--- config.mk ---
export PLATFORM = sky130hd
export DESIGN_NAME = tetris_vga_renderer
export DESIGN_NICKNAME = d
export VERILOG_FILES = /design/src/rtl/tetris_pkg.sv /design/src/rtl/vga_timing.sv /design/src/rtl/tetris_vga_renderer.sv
export SDC_FILE = /design/constraint.sdc
export NUM_CORES = 2
export LEC_CHECK = 0
export CAP_MARGIN = 20
export CORE_MARGIN = 4
export CORE_UTILIZATION = 40
export DETAILED_ROUTE_END_ITERATION = 7
export HOLD_SLACK_MARGIN = 0.15
export PLACE_DENSITY = 0.77
export SKIP_CTS_REPAIR_TIMING = 1
export SYNTH_ARGS = -nofsm -noshare
export SYNTH_HDL_FRONTEND = slang
export SYNTH_SLANG_ARGS = --single-unit
--- constraint.sdc ---
create_clock -name gm_clk -period 3.19 [get_ports gm_clk]
set_input_delay 0.638 -clock gm_clk [delete_from_list [all_inputs] [get_ports gm_clk]]
set_output_delay 0.638 -clock gm_clk [all_outputs]
set_load 0.05 [all_outputs]
--- src/rtl/tetris_pkg.sv ---
// Shared types, VGA 640x480@60 timing constants and the cell colour palette
// for the Tetris playfield renderer.
package tetris_pkg;

  localparam int unsigned GRID_ROWS = 20;
  localparam int unsigned GRID_COLS = 10;

  typedef logic [3:0] cell_t;

  localparam int unsigned H_VISIBLE = 640;
  localparam int unsigned H_FRONT   = 16;
  localparam int unsigned H_SYNC    = 96;
  localparam int unsigned H_BACK    = 48;
  localparam int unsigned H_TOTAL   = H_VISIBLE + H_FRONT + H_SYNC + H_BACK;

  localparam int unsigned V_VISIBLE = 480;
  localparam int unsigned V_FRONT   = 10;
  localparam int unsigned V_SYNC    = 2;
  localparam int unsigned V_BACK    = 33;
  localparam int unsigned V_TOTAL   = V_VISIBLE + V_FRONT + V_SYNC + V_BACK;

  typedef enum logic [1:0] {
    RG_BLANK,
    RG_BG,
    RG_BORDER,
    RG_BOARD
  } region_t;

  function automatic logic [11:0] palette(input cell_t c);
    case (c)
      4'd0:    return 12'h111;
      4'd1:    return 12'h0FF;
      4'd2:    return 12'hFF0;
      4'd3:    return 12'hA0F;
      4'd4:    return 12'h0F0;
      4'd5:    return 12'hF00;
      4'd6:    return 12'h00F;
      4'd7:    return 12'hF80;
      default: return 12'hFFF;
    endcase
  endfunction

endpackage

--- src/rtl/vga_timing.sv ---
// Pixel-clock divider plus horizontal/vertical raster counters; exposes the
// current pixel position, the pixel strobe and unregistered active-low syncs.
module vga_timing
  import tetris_pkg::*;
#(
  parameter int unsigned CLK_DIV = 4,
  parameter int unsigned H_VIS   = H_VISIBLE,
  parameter int unsigned H_FP    = H_FRONT,
  parameter int unsigned H_SW    = H_SYNC,
  parameter int unsigned H_BP    = H_BACK,
  parameter int unsigned V_VIS   = V_VISIBLE,
  parameter int unsigned V_FP    = V_FRONT,
  parameter int unsigned V_SW    = V_SYNC,
  parameter int unsigned V_BP    = V_BACK
) (
  input  logic       clk,
  input  logic       rst_n,
  output logic [9:0] h,
  output logic [9:0] v,
  output logic       pix_en,
  output logic       visible,
  output logic       hs_raw,
  output logic       vs_raw
);

  localparam int unsigned DW = $clog2(CLK_DIV);

  localparam logic [9:0] H_LAST = 10'(H_VIS + H_FP + H_SW + H_BP - 1);
  localparam logic [9:0] V_LAST = 10'(V_VIS + V_FP + V_SW + V_BP - 1);
  localparam logic [9:0] HS_ON  = 10'(H_VIS + H_FP);
  localparam logic [9:0] HS_OFF = 10'(H_VIS + H_FP + H_SW);
  localparam logic [9:0] VS_ON  = 10'(V_VIS + V_FP);
  localparam logic [9:0] VS_OFF = 10'(V_VIS + V_FP + V_SW);

  logic [DW-1:0] div;

  assign pix_en  = (div == DW'(CLK_DIV - 1));
  assign visible = (h < 10'(H_VIS)) && (v < 10'(V_VIS));
  assign hs_raw  = !((h >= HS_ON) && (h < HS_OFF));
  assign vs_raw  = !((v >= VS_ON) && (v < VS_OFF));

  always_ff @(posedge clk or negedge rst_n) begin
    if (!rst_n) begin
      div <= '0;
      h   <= '0;
      v   <= '0;
    end else begin
      if (pix_en) begin
        div <= '0;
        if (h == H_LAST) begin
          h <= '0;
          v <= (v == V_LAST) ? '0 : v + 10'd1;
        end else begin
          h <= h + 10'd1;
        end
      end else begin
        div <= div + 1'b1;
      end
    end
  end

endmodule

--- src/rtl/tetris_vga_renderer.sv ---
// Draws the 20x10 playfield snapshot, its border and background on VGA, with a
// two-stage pixel pipeline keeping RGB aligned with the delayed syncs.
module tetris_vga_renderer
  import tetris_pkg::*;
#(
  parameter int unsigned CLK_DIV   = 4,
  parameter int unsigned CELL_PX   = 20,
  parameter int unsigned BOARD_X0  = 220,
  parameter int unsigned BOARD_Y0  = 40,
  parameter int unsigned BORDER_PX = 2,
  parameter int unsigned H_VIS     = H_VISIBLE,
  parameter int unsigned H_FP      = H_FRONT,
  parameter int unsigned H_SW      = H_SYNC,
  parameter int unsigned H_BP      = H_BACK,
  parameter int unsigned V_VIS     = V_VISIBLE,
  parameter int unsigned V_FP      = V_FRONT,
  parameter int unsigned V_SW      = V_SYNC,
  parameter int unsigned V_BP      = V_BACK
) (
  input  logic                                       gm_clk,
  input  logic                                       gm_rst_n,
  input  logic [GRID_ROWS-1:0][GRID_COLS-1:0][3:0]   grid,
  output logic [3:0]                                 vga_r,
  output logic [3:0]                                 vga_g,
  output logic [3:0]                                 vga_b,
  output logic                                       vga_hs,
  output logic                                       vga_vs,
  output logic                                       frame_tick
);

  localparam int unsigned BW = GRID_COLS * CELL_PX;
  localparam int unsigned BH = GRID_ROWS * CELL_PX;
  localparam int unsigned SW = $clog2(CELL_PX);

  localparam logic [9:0] BX0    = 10'(BOARD_X0);
  localparam logic [9:0] BX1    = 10'(BOARD_X0 + BW);
  localparam logic [9:0] BY0    = 10'(BOARD_Y0);
  localparam logic [9:0] BY1    = 10'(BOARD_Y0 + BH);
  localparam logic [9:0] FXL    = 10'(BOARD_X0 - BORDER_PX);
  localparam logic [9:0] FXR    = 10'(BOARD_X0 + BW + BORDER_PX);
  localparam logic [9:0] FYT    = 10'(BOARD_Y0 - BORDER_PX);
  localparam logic [9:0] FYB    = 10'(BOARD_Y0 + BH + BORDER_PX);
  localparam logic [9:0] H_LAST = 10'(H_VIS + H_FP + H_SW + H_BP - 1);
  localparam logic [9:0] V_SNAP = 10'(V_VIS);
  localparam logic [SW-1:0] SUB_LAST = SW'(CELL_PX - 1);

  logic [9:0] h, v;
  logic       pix_en, visible, hs_raw, vs_raw;

  vga_timing #(
    .CLK_DIV (CLK_DIV),
    .H_VIS   (H_VIS),
    .H_FP    (H_FP),
    .H_SW    (H_SW),
    .H_BP    (H_BP),
    .V_VIS   (V_VIS),
    .V_FP    (V_FP),
    .V_SW    (V_SW),
    .V_BP    (V_BP)
  ) u_timing (
    .clk     (gm_clk),
    .rst_n   (gm_rst_n),
    .h       (h),
    .v       (v),
    .pix_en  (pix_en),
    .visible (visible),
    .hs_raw  (hs_raw),
    .vs_raw  (vs_raw)
  );

  logic [GRID_ROWS-1:0][GRID_COLS-1:0][3:0] snap;
  logic [SW-1:0] col_sub, row_sub;
  logic [3:0]    col_idx;
  logic [4:0]    row_idx;

  logic    snap_now, in_board, in_frame;
  region_t region;

  region_t     region_s1;
  cell_t       cell_s1;
  logic        gridline_s1, hs_s1, vs_s1, valid_s1;
  logic [11:0] rgb_next;

  assign snap_now = pix_en && (h == '0) && (v == V_SNAP);
  assign in_board = (h >= BX0) && (h < BX1) && (v >= BY0) && (v < BY1);
  assign in_frame = (h >= FXL) && (h < FXR) && (v >= FYT) && (v < FYB);

  always_comb begin
    region = RG_BG;
    if (!visible)      region = RG_BLANK;
    else if (in_board) region = RG_BOARD;
    else if (in_frame) region = RG_BORDER;
  end

  always_comb begin
    rgb_next = '0;
    case (region_s1)
      RG_BOARD:  rgb_next = gridline_s1 ? 12'h000 : palette(cell_s1);
      RG_BORDER: rgb_next = 12'h888;
      default:   rgb_next = '0;
    endcase
    if (!valid_s1) rgb_next = '0;
  end

  // Cell counters track the pixel the raster counters currently hold: they are
  // zeroed one pixel/line ahead of the board edge and stop on its last pixel/line.
  always_ff @(posedge gm_clk or negedge gm_rst_n) begin
    if (!gm_rst_n) begin
      snap       <= '0;
      frame_tick <= 1'b0;
      col_sub    <= '0;
      col_idx    <= '0;
      row_sub    <= '0;
      row_idx    <= '0;
    end else begin
      frame_tick <= snap_now;
      if (snap_now) snap <= grid;
      if (pix_en) begin
        if (h == BX0 - 10'd1) begin
          col_sub <= '0;
          col_idx <= '0;
        end else if ((h >= BX0) && (h < BX1 - 10'd1)) begin
          if (col_sub == SUB_LAST) begin
            col_sub <= '0;
            col_idx <= col_idx + 4'd1;
          end else begin
            col_sub <= col_sub + 1'b1;
          end
        end
        if (h == H_LAST) begin
          if (v == BY0 - 10'd1) begin
            row_sub <= '0;
            row_idx <= '0;
          end else if ((v >= BY0) && (v < BY1 - 10'd1)) begin
            if (row_sub == SUB_LAST) begin
              row_sub <= '0;
              row_idx <= row_idx + 5'd1;
            end else begin
              row_sub <= row_sub + 1'b1;
            end
          end
        end
      end
    end
  end

  always_ff @(posedge gm_clk or negedge gm_rst_n) begin
    if (!gm_rst_n) begin
      region_s1   <= RG_BLANK;
      cell_s1     <= '0;
      gridline_s1 <= 1'b0;
      hs_s1       <= 1'b1;
      vs_s1       <= 1'b1;
      valid_s1    <= 1'b0;
      vga_r       <= '0;
      vga_g       <= '0;
      vga_b       <= '0;
      vga_hs      <= 1'b1;
      vga_vs      <= 1'b1;
    end else if (pix_en) begin
      region_s1   <= region;
      cell_s1     <= snap[row_idx][col_idx];
      gridline_s1 <= (col_sub == '0) || (row_sub == '0);
      hs_s1       <= hs_raw;
      vs_s1       <= vs_raw;
      valid_s1    <= 1'b1;
      {vga_r, vga_g, vga_b} <= rgb_next;
      vga_hs      <= hs_s1;
      vga_vs      <= vs_s1;
    end
  end

endmodule

# [Yosys cells after proc, flatten, opt, wreduce, memory -nomap -nowiden]
# Memories as Yosys holds them, arrays and structs flattened.
# Index checks and enable logic that the tools add are counted.
[classes] addsub=7 n_mul=0 div_mod_pow=0 n_lt_le_gt_ge=18 n_eq_ne=10 shifts=0 muxes=26 n_bitwise=0 n_reduce_logical=28
[ops] operator="binary-select mux 40 bit (select 5 bit)" count=1
[ops] operator="less-than comparator 10 x 9 -> 1 bit (second input constant)" count=8
[ops] operator="two-way mux 5 bit" count=9
[ops] operator="two-way mux 40 bit" count=1
[ops] operator="two-way mux 12 bit" count=3
[ops] operator="case mux 12 bit (2 select lines)" count=1
[ops] operator="adder 10 x 1 -> 10 bit (second input constant)" count=2
[ops] operator="== test 10 bit (second input constant)" count=2
[ops] operator=">= comparator 10 x 6 -> 1 bit (second input constant)" count=2
[ops] operator=">= comparator 10 x 8 -> 1 bit (second input constant)" count=2
[ops] operator="less-than comparator 10 bit (second input constant)" count=2
[ops] operator="two-way mux 10 bit" count=2
[ops] operator="binary-select mux 4 bit (select 4 bit)" count=1
[ops] operator="two-way mux 4 bit" count=4
[ops] operator="adder 5 x 1 -> 5 bit (second input constant)" count=3
[ops] operator="logical AND 1 bit" count=13
[ops] operator="== test 10 x 6 -> 1 bit (second input constant)" count=1
[ops] operator="== test 10 x 8 -> 1 bit (second input constant)" count=1
[ops] operator="== test 10 x 9 -> 1 bit (second input constant)" count=1
[ops] operator="== test 5 bit (second input constant)" count=2
[ops] operator=">= comparator 10 bit (second input constant)" count=1
[ops] operator=">= comparator 10 x 9 -> 1 bit (second input constant)" count=1
[ops] operator="zero test 10 bit" count=1
[ops] operator="zero test 5 bit" count=2
[ops] operator="other kinds (12)" count=23
[word_totals] register_bits=866 latch_bits=0 ramBits=0 romBits=96 input_bits=802 output_inout_bits=15 mem_count=1
[memory_table] memory="(no name shown)" depth=8 width=12 read_ports=1 rd_clocked_by_memory_dff=0 wr=0 line_no="tetris_pkg.sv:30" rtl="case (c)"

# [Longest topological paths before layout]
[depth] ltp_word=7 ltp_mapped=12 mapped_depth_nobuf=7

# [Modules after synthesis]
# A second synthesis with hierarchy kept.
[hier_totals] cells_unflattened=4283 hier_area_um2=40741.6
[modules_own_cells] mod="tetris_vga_renderer" n_inst=1 cells_each=4158 area_per_inst_um2=39532.9 seq_area_each_um2=21075.2
[modules_own_cells] mod="vga_timing" n_inst=1 cells_each=125 area_per_inst_um2=1208.7 seq_area_each_um2=550.5

# [Worst setup path after synthesis]
# Ideal clock, no wire load.
[synth_timing] path_kind="flip-flop to flip-flop" startpoint="register row_idx[0]" endpoint="register cell_s1[2]" arrival_ps=2324 required_time_ps=3050 setup_slack_ps=727 path_stages_with_launch=10 cell_sequence="dfrtp_1 > buf_4 > buf_6 > buf_2 > buf_4 > mux4_2 > a22oi_1 > nand2_1 > a2111oi_0 > a211oi_1"
[synth_via] elab_chain_cells=4
[synth_lines] element="start: declaration" line_no="tetris_vga_renderer.sv:74" rtl="logic [4:0] row_idx;"
[synth_lines] element="start signal: assignment" line_no="tetris_vga_renderer.sv:137" rtl="row_idx <= row_idx + 5'd1;"
[synth_lines] element="binary-select mux 40 bit (select 5 bit)" line_no="tetris_vga_renderer.sv:162" rtl="cell_s1 <= snap[row_idx][col_idx];"
[synth_lines] element="two-way mux 40 bit (implied by the code)" line_no="tetris_vga_renderer.sv:162"
[synth_lines] element="binary-select mux 4 bit (select 4 bit)" line_no="tetris_vga_renderer.sv:162"
[synth_lines] element="two-way mux 4 bit (implied by the code)" line_no="tetris_vga_renderer.sv:162"
[synth_lines] element="end signal: assignment" line_no="tetris_vga_renderer.sv:162"
[synth_lines] element="end: declaration" line_no="tetris_vga_renderer.sv:80" rtl="cell_t cell_s1;"
# Every way passes these cells. The select of a mux whose other input is x is not followed.
# A chain may end at the register's enable or synchronous reset.

# [Worst setup path in the final report]
# Same ends and word-level chain as after synthesis.

==> metrics.yaml <==
cts:
  cts_root_buf: "clkbuf_16"
  htreeDepth: 3
  clk_pin_slew_ns: 0.07
  cts_tree: "yes"
  clk_latency_ns: 0.66
  cts_made_buffers: 92
  cts_sinks: 864
  clock_path_buffers: 3
synthesis:
  synth_cells: 4370
  postSynthAreaPerCell_um2: 9.188
  yosysTopAreaCellShare_pct: 53.60
  synthesis.nets: 5187
  netlist_top_cells_area: "dfrtp_1, nand2_1, mux4_2"
  synth_top_flop_cell: "dfrtp_1"
  synth_warnings: 0
  synthTopCellsByCount: "nand2_1, dfrtp_1, mux4_2"
  synth_seq_cells: 864
  yosys.area.top_type: "dfrtp_1"
  yosysSeqAreaShare_pct: 53.86
  synth.most_common_cell: "nand2_1"
  async_flop_share_pct: 100.0
  synth_edf_count: 0
  ys_types: 79
  syn_area_um2: 40150
layout:
  fillers: 8663
  multi_input_area_um2: 17110
  final_nets: 5944
  ff_latch_area_um2: 21640
  layout-drive-gt1-share_pct: 9.596
  syn_to_final_growth_pct: 32.77
route:
  viasPerCell: 5.301
  drtIter0Drc: 3240
  routed-via-count: 34449
  ant_nets: 0
  firstDrtPassIters: 6
  drcViolationCount: 0
  routed_wl_mm: 149.0
  post_drt_wl_per_cell_um: 22.92
global_route:
  grt_first_pass_wirelength_mm: 219.0
  grt_usage_pct: 27.55
  antenna_found_initial: 16
  grt_pass1_vias: 35089
  grt_overflow: 0
  grt_max_degree: 173
sta:
  maxSlewViolCount: 0
  final_hold_viol_count: 0
  finClkSkew_ns: 0.01728
  layout_min_cycle_time_ns: 3.055
  worst_pin_slew_ns: 0.7908
  min_period_over_period_pct: 95.78
  fmax_mhz: 327.3
  relSlewSlack_pct: 46.79
  whs_ns: 0.4209
  setup_viol: 0
floorplan:
  rows: 115
  die_w_um: 324.8
  fp.dieH_um: 324.8
  initial_core_util_pct: 40.56
  die_area_um2: 105500
  ios: 817
  core-area_um2: 98990
flow_run:
  maxCapViolCount: 0
setup_path:
  critical_path_class: "flip-flop to flip-flop"
  slowest_delay_ns: 0.55
  worstPathCellList: "buf_12, mux4_2, a22oi_1, a21oi_1, a311o_1, a2111oi_2, buf_4, a211oi_1"
  path_max_fanout: 44
  end_kind: "flip-flop"
  start_kind: "flip-flop"
  slowest_stage: "mux4_2"
  crit_required_ns: 3.72
  cp.arrival_ns: 3.58
placement:
  portBuffers: 816
  gp_congestion: 0.8945
  hpwl_mm: 114.5
pwr:
  power_mw: 23.50
  powerDensity_nw_per_um2: 440.8
  leakage_nw: 21.86
  ir_drop_v: 0.0005047
run_status:
  outcome: "finished, final reports clean"
min_path:
  min_path_type: "flip-flop to flip-flop"
[worst paths after layout]
check | depth (start not counted) | slack, ns | endpoint | startpoint
worst min register to register | 1 | 0.42 | u_timing.div[0] | u_timing.div[0]
worst min-delay path | 1 | 0.42 | u_timing.div[0] | u_timing.div[0]
worst max register to register | 8 | 0.13 | cell_s1[2] | row_idx[0]
min in group asynchronous | 2 | 0.52 | snap[225] | gm_rst_n
max in group asynchronous | 4 | 1.57 | snap[397] | gm_rst_n
worst max-delay path | 8 | 0.13 | cell_s1[2] | row_idx[0]
[registers in the layout (all words and copies together), names as in the netlist, 4 cells and up]
signal	cells
vga_r	4
u_timing.h	10
col_sub	5
snap	800
cell_s1	4
u_timing.v	10
col_idx	4
row_idx	5
row_sub	5
[per-stage QoR]
stage | instances | area, um2 | utilization (%) | setup WS (ns) | TNS (ns)
global placement | 6319 | 50070 | 50.58 | -0.05414 | -0.05414
detailed placement | 6319 | 50070 | 50.58 | -0.1819 | -0.1820
floorplan | 4370 | 40150 | - | 0.7267 | 0
global route | 6494 | 53300 | 53.84 | -0.001142 | -0.001142
finish | 6498 | 53310 | 53.85 | 0.1346 | 0
CTS | 6486 | 53240 | 53.79 | -0.2061 | -0.2243
[power breakdown]
| part | internal (mW) | switching (mW) | total, mW |
|---|---|---|---|
| combinational | 0.908 | 0.432 | 1.34 |
| clock | 6.55 | 4.65 | 11.2 |
| sequential | 11.0 | 0 | 11.0 |
[worst max-delay path: cells and delay by family (launching register included)]
| kind | cells | cell delay [ns] |
|---|---|---|
| AOI/OAI and AO/OA | 5 | 1.33 |
| buffers and inverters | 2 | 0.48 |
| muxes | 1 | 0.55 |
| DFF | 1 | 0.47 |
[cells in the final DEF (no fill, tap or decap), drive strengths merged, types with 6 or more instances in the layout]
cell type | Yosys | layout
o221ai | 10 | 10
nor3 | 16 | 16
nor2b | 7 | 7
clkdlybuf4s50 | 0 | 815
diode | 0 | 11
a21oi | 32 | 32
buf | 173 | 134
o22ai | 33 | 33
o2bb2ai | 9 | 9
xor2 | 7 | 7
nor2 | 59 | 59
mux2 | 17 | 17
a211oi | 7 | 7
mux2i | 90 | 90
or2 | 7 | 7
nor4 | 13 | 13
a22oi | 29 | 29
nand4 | 15 | 15
nand2b | 10 | 10
nand2 | 2448 | 2448
dfrtp | 860 | 860
o21ai | 36 | 36
mux4 | 157 | 157
inv | 24 | 30
a22o | 9 | 9
xnor2 | 11 | 11
clkinv | 1 | 21
nand3b | 11 | 11
bufinv | 0 | 10
a31oi | 10 | 10
clkinvlp | 0 | 10
ha | 15 | 15
nand3 | 26 | 26
clkbuf | 114 | 121
a21o | 6 | 6
or3 | 9 | 9
[cell families (layout without fill, tap and decap cells)]
kind of cell	after synthesis	count (layout)	synth area share, %
AO/OA/AOI/OAI	243	243	4.263
XOR/XNOR	18	18	0.3927
adder cells (fa/ha/maj)	15	15	0.4674
buffers and inverters	312	1142	3.655
flip-flops	864	864	53.86
multiplexers	264	264	11.53
other	0	11	0
AND/OR/NAND/NOR	2654	2654	25.83
[metal layers]
metal  part of all wire [%]  wire length [um]  track usage, %
met1                     39             57360           34.04
met3                    6.8             10100           5.269
met4                    5.5              8158           13.57
met2                     49             73310           46.53
met5                  0.023                34               0
[cell type report]
cell class                 instances  share of cell area, %
antenna                           11                0.05164
clock buffer                     121                  4.826
clock inverter                    46                  1.134
inverter                          25                 0.1760
multi-input combinational       3194                  32.10
sequential                       864                  40.59
tap                             1287                  3.021
timing repair buffer             950                  18.09
(Power assumes the default switching activity.)
